### config.mk
export PLATFORM = sky130hd
export DESIGN_NAME = alu_issuer
export DESIGN_NICKNAME = d
export VERILOG_FILES = /design/src/rtl/alu_pkg.sv /design/src/rtl/alu_op_decode.sv /design/src/rtl/alu_issuer.sv
export SDC_FILE = /design/constraint.sdc
export NUM_CORES = 1
export LEC_CHECK = 0
export CAP_MARGIN = 25
export CORE_MARGIN = 2
export CORE_UTILIZATION = 39
export DETAILED_ROUTE_END_ITERATION = 8
export PLACE_DENSITY = 0.82
export SYNTH_ARGS = -nofsm -noshare
export SYNTH_HDL_FRONTEND = slang
export SYNTH_HIERARCHICAL = 1
export SYNTH_SLANG_ARGS = --single-unit
export TNS_END_PERCENT = 20
### constraint.sdc
create_clock -name clk -period 1.82 [get_ports clk]
set_input_delay 0.273 -clock clk [delete_from_list [all_inputs] [get_ports clk]]
set_output_delay 0.273 -clock clk [all_outputs]
set_load 0.02 [all_outputs]
### src/rtl/alu_pkg.sv
// Shared definitions for the ALU issuer.
// Opcodes, ALU control codes and FSM states.
package alu_pkg;

    localparam logic [1:0] OP_ADD   = 2'b00;
    localparam logic [1:0] OP_SUB   = 2'b01;
    localparam logic [1:0] OP_CMPEQ = 2'b10;

    localparam logic [3:0] ALUC_ADD = 4'd0;
    localparam logic [3:0] ALUC_SUB = 4'd1;

    typedef enum logic [1:0] {
        IDLE,
        WAIT,
        RESP
    } state_t;

endpackage

### src/rtl/alu_op_decode.sv
// Combinational opcode decoder.
// Maps a request opcode to an ALU control code.
module alu_op_decode
    import alu_pkg::*;
(
    input  logic [1:0] op,
    output logic [3:0] ctrl,
    output logic       illegal
);

    always_comb begin
        ctrl    = ALUC_ADD;
        illegal = 1'b0;
        case (op)
            OP_ADD:   ctrl = ALUC_ADD;
            OP_SUB:   ctrl = ALUC_SUB;
            OP_CMPEQ: ctrl = ALUC_SUB;
            default:  illegal = 1'b1;
        endcase
    end

endmodule

### src/rtl/alu_issuer.sv
// Issues one request at a time to a multi-cycle ALU.
// Waits the settle time, then presents the captured result.
module alu_issuer
    import alu_pkg::*;
#(
    parameter int WAIT_CYCLES = 4
) (
    input  logic        clk,
    input  logic        reset,
    input  logic        req_valid,
    output logic        req_ready,
    input  logic [31:0] req_a,
    input  logic [31:0] req_b,
    input  logic [1:0]  req_op,
    output logic [31:0] alu_a,
    output logic [31:0] alu_b,
    output logic [3:0]  alu_ctrl,
    input  logic [31:0] alu_res,
    input  logic        alu_zero,
    output logic        rsp_valid,
    input  logic        rsp_ready,
    output logic [31:0] rsp_res,
    output logic        rsp_zero,
    output logic        rsp_err
);

    localparam logic [3:0] CNT_LOAD = 4'(WAIT_CYCLES - 1);

    state_t      state_q;
    state_t      state_d;
    logic [3:0]  cnt_q;
    logic [3:0]  dec_ctrl;
    logic        dec_illegal;
    logic        accept;

    alu_op_decode u_dec (
        .op      (req_op),
        .ctrl    (dec_ctrl),
        .illegal (dec_illegal)
    );

    always_comb begin
        state_d   = state_q;
        req_ready = 1'b0;
        rsp_valid = 1'b0;
        accept    = 1'b0;
        case (state_q)
            IDLE: begin
                req_ready = 1'b1;
                if (req_valid) begin
                    accept  = 1'b1;
                    state_d = dec_illegal ? RESP : WAIT;
                end
            end
            WAIT: begin
                if (cnt_q == 4'd0) begin
                    state_d = RESP;
                end
            end
            RESP: begin
                rsp_valid = 1'b1;
                if (rsp_ready) begin
                    state_d = IDLE;
                end
            end
            default: state_d = IDLE;
        endcase
    end

    always_ff @(posedge clk) begin
        if (reset) begin
            state_q  <= IDLE;
            cnt_q    <= 4'd0;
            alu_a    <= 32'd0;
            alu_b    <= 32'd0;
            alu_ctrl <= ALUC_ADD;
            rsp_res  <= 32'd0;
            rsp_zero <= 1'b0;
            rsp_err  <= 1'b0;
        end else begin
            state_q <= state_d;
            if (accept) begin
                alu_a    <= req_a;
                alu_b    <= req_b;
                alu_ctrl <= dec_ctrl;
                if (dec_illegal) begin
                    rsp_err  <= 1'b1;
                    rsp_res  <= 32'd0;
                    rsp_zero <= 1'b0;
                end else begin
                    cnt_q <= CNT_LOAD;
                end
            end
            // Result is sampled only once the ALU has settled.
            if (state_q == WAIT) begin
                if (cnt_q == 4'd0) begin
                    rsp_res  <= alu_res;
                    rsp_zero <= alu_zero;
                    rsp_err  <= 1'b0;
                end else begin
                    cnt_q <= cnt_q - 4'd1;
                end
            end
        end
    end

endmodule

==> flow_summary.ini <==
[yosys]
syn_area_um2 = 3980
async_flop_share = 0
synth.top_cell.area_share = 0.543
synthCells = 496
ys_types = 29
yosysWarnings = 6
synth_seq_area_share = 0.543
synth_edf_count = 0
yosysMostFrequentCell = nand2_1
ys_ff_latch = 108
yosysTopAreaCell = dfxtp_1
synth.area.top_cells = dfxtp_1 54%, nand2_1 16%, a21oi_1 13%, nand3_1 4.3%, buf_2 2.0%
synthFlopType = dfxtp_1
synth_area_per_cell_um2 = 8.03
synth_commonest_cells = 171 x nand2_1, 108 x dfxtp_1, 105 x a21oi_1

[clock_network]
cts_tree = yes
cts_sinks = 108
ctsHtreeMaxLevel = 3
clk_path_buf_depth = 2
ctsResizeCount = 2
clk-insertion-delay-late_ps = 350
cts_buffers = 9
root_buffer = clkbuf_8
clk_pin_slew_worst_paths_ps = 100
hold_buffers = 0
postCtsSetupBuffers = 0

[timing]
holdWs_ps = 214
final_hold_viol_count = 0
min_period_ps = 1690
setup_violations = 0
finalSetupTns_ps = 0
grt_setup_unrepaired = false
fin_skew_ps = 8.19
period_share = 0.931
drv_slew = 0
fmax_ghz = 0.590

[power_and_ir_drop]
cellPowerDensity_nw_per_um2 = 895
vdd_drop_max_v = 0.000444
p_leak_nw = 2.31

[detailed_routing]
ant_nets = 0
via_per_inst = 4.89
drc = 0
wirelength_mm = 11.7
dr.pass1.iters = 5
vias = 4055
wl_per_cell_um = 14.1
drtIter0Drc = 180

[layout]
regArea_um2 = 2160
antennaDiodeCount = 0
multi_input_area_um2 = 1600
nets = 796
syn2layout_area_growth_pct = 60.2
drive_gt1_frac = 0.0532
fillers = 818

[flow_run]
max_cap_violations = 0

[global_routing]
grt_use_met1 = 0.229
grt_start_max_net_pins = 47
grt_use_met3 = 0.0624
grt_overflow_total = 0
met2_usage = 0.370
grt_pass1_wl_mm = 18.7
first_global_vias = 3970
grt_use_total = 0.208
antenna_found_initial = 0
busiest_layer = met2

[floorplan]
design.core.area_um2 = 9860
num_rows = 36
die_h_um = 105
io_pins = 207
chipWidth_um = 105
start_util = 0.404
die_area_um2 = 11000

[worst_setup_path]
crit_type = flip-flop to flip-flop
worstPathArrival_ps = 1930
worstPathMaxFanout = 34
setup.worst_path.end_class = flip-flop
cp.required_ps = 2060
crit_path_start_kind = flip-flop

[outcome]
status = completed

[placement]
port_buffers = 206
hpwlAfterDp_mm = 8.57
place.gp.congestion = 0.801

[min_path]
hp-class = primary input to flip-flop
==> worst max-delay path: stages (launching register included) <==
cell	delay (ps)
dfxtp_1	340
inv_1	80
ha_1	230
nand2b_1	140
or3_1	380
buf_6	200
nand3_1	120
a21oi_1	80
==> where the power goes <==
part	switching, mW	internal [mW]
clock	0.764	0.813
sequential	0.106	2.55
combinational	0.759	0.712
total	1.63	4.08
==> layout make-up <==
type	instances	area share
clock inverter	4	0.0114
multi-input combinational	346	0.250
timing repair buffer	223	0.349
inverter	3	0.00177
sequential	108	0.339
tap	133	0.0261
clock buffer	12	0.0228
==> placed cells by master (no fill, tap or decap), types with 2 or more instances in the layout <==
master / count
nor2b_1: 2
nor3_1: 3
dlygate4sd2_1: 2
bufinv_16: 2
nand2b_1: 2
inv_1: 3
clkdlybuf4s50_1: 203
buf_12: 3
nand3_1: 34
a211oi_1: 2
ha_1: 2
clkbuf_8: 10
nand2_1: 170
nor2_1: 6
o21ai_0: 3
conb_1: 3
a31oi_1: 2
buf_4: 14
clkbuf_1: 2
dfxtp_1: 108
a21oi_1: 105
==> state kept, by name, indices dropped and copies added (netlist names) <==
signal / cells
alu_a: 32
alu_b: 32
rsp_zero: 1
rsp_err: 1
state_q: 2
rsp_res: 32
cnt_q: 4
alu_ctrl: 4
==> final timing paths <==
kind	from	to	slack, ps	cells past startpoint
max	cnt_q[0]	rsp_res[20]	130	7
min reg2reg	alu_a[23]	alu_a[23]	460	2
min	reset	alu_a[25]	210	2
max reg2reg	cnt_q[0]	rsp_res[20]	130	7
==> routing by layer <==
layer	routed length [um]	part of all wire
met5	0	0
met2	5880	0.50
met3	921	0.079
met4	286	0.024
met1	4620	0.39
==> cells by family after synthesis <==
group / share of synthesized area
AOI/OAI and AO/OA: 0.145
adders and majority gates: 0.00628
buffers and inverters: 0.0606
DFF: 0.543
muxes: 0.00283
other: 0.000942
and+or+nand+nor: 0.242
==> metrics by stage <==
step                      instance area (um^2)  setup slack, ps  instances  utilization  power (mW)
final                                     6380              125        829        0.647        5.71
after global routing                      6380             19.6        829        0.647        5.98
after CTS                                 6370             80.6        829        0.646        5.76
after detailed placement                  6160             14.3        813        0.624        4.20
after global placement                    6160             35.6        813        0.624        4.15
after floorplan                           3990              246        498            -        3.46
Note: power is estimated with default switching activity, not from simulation.
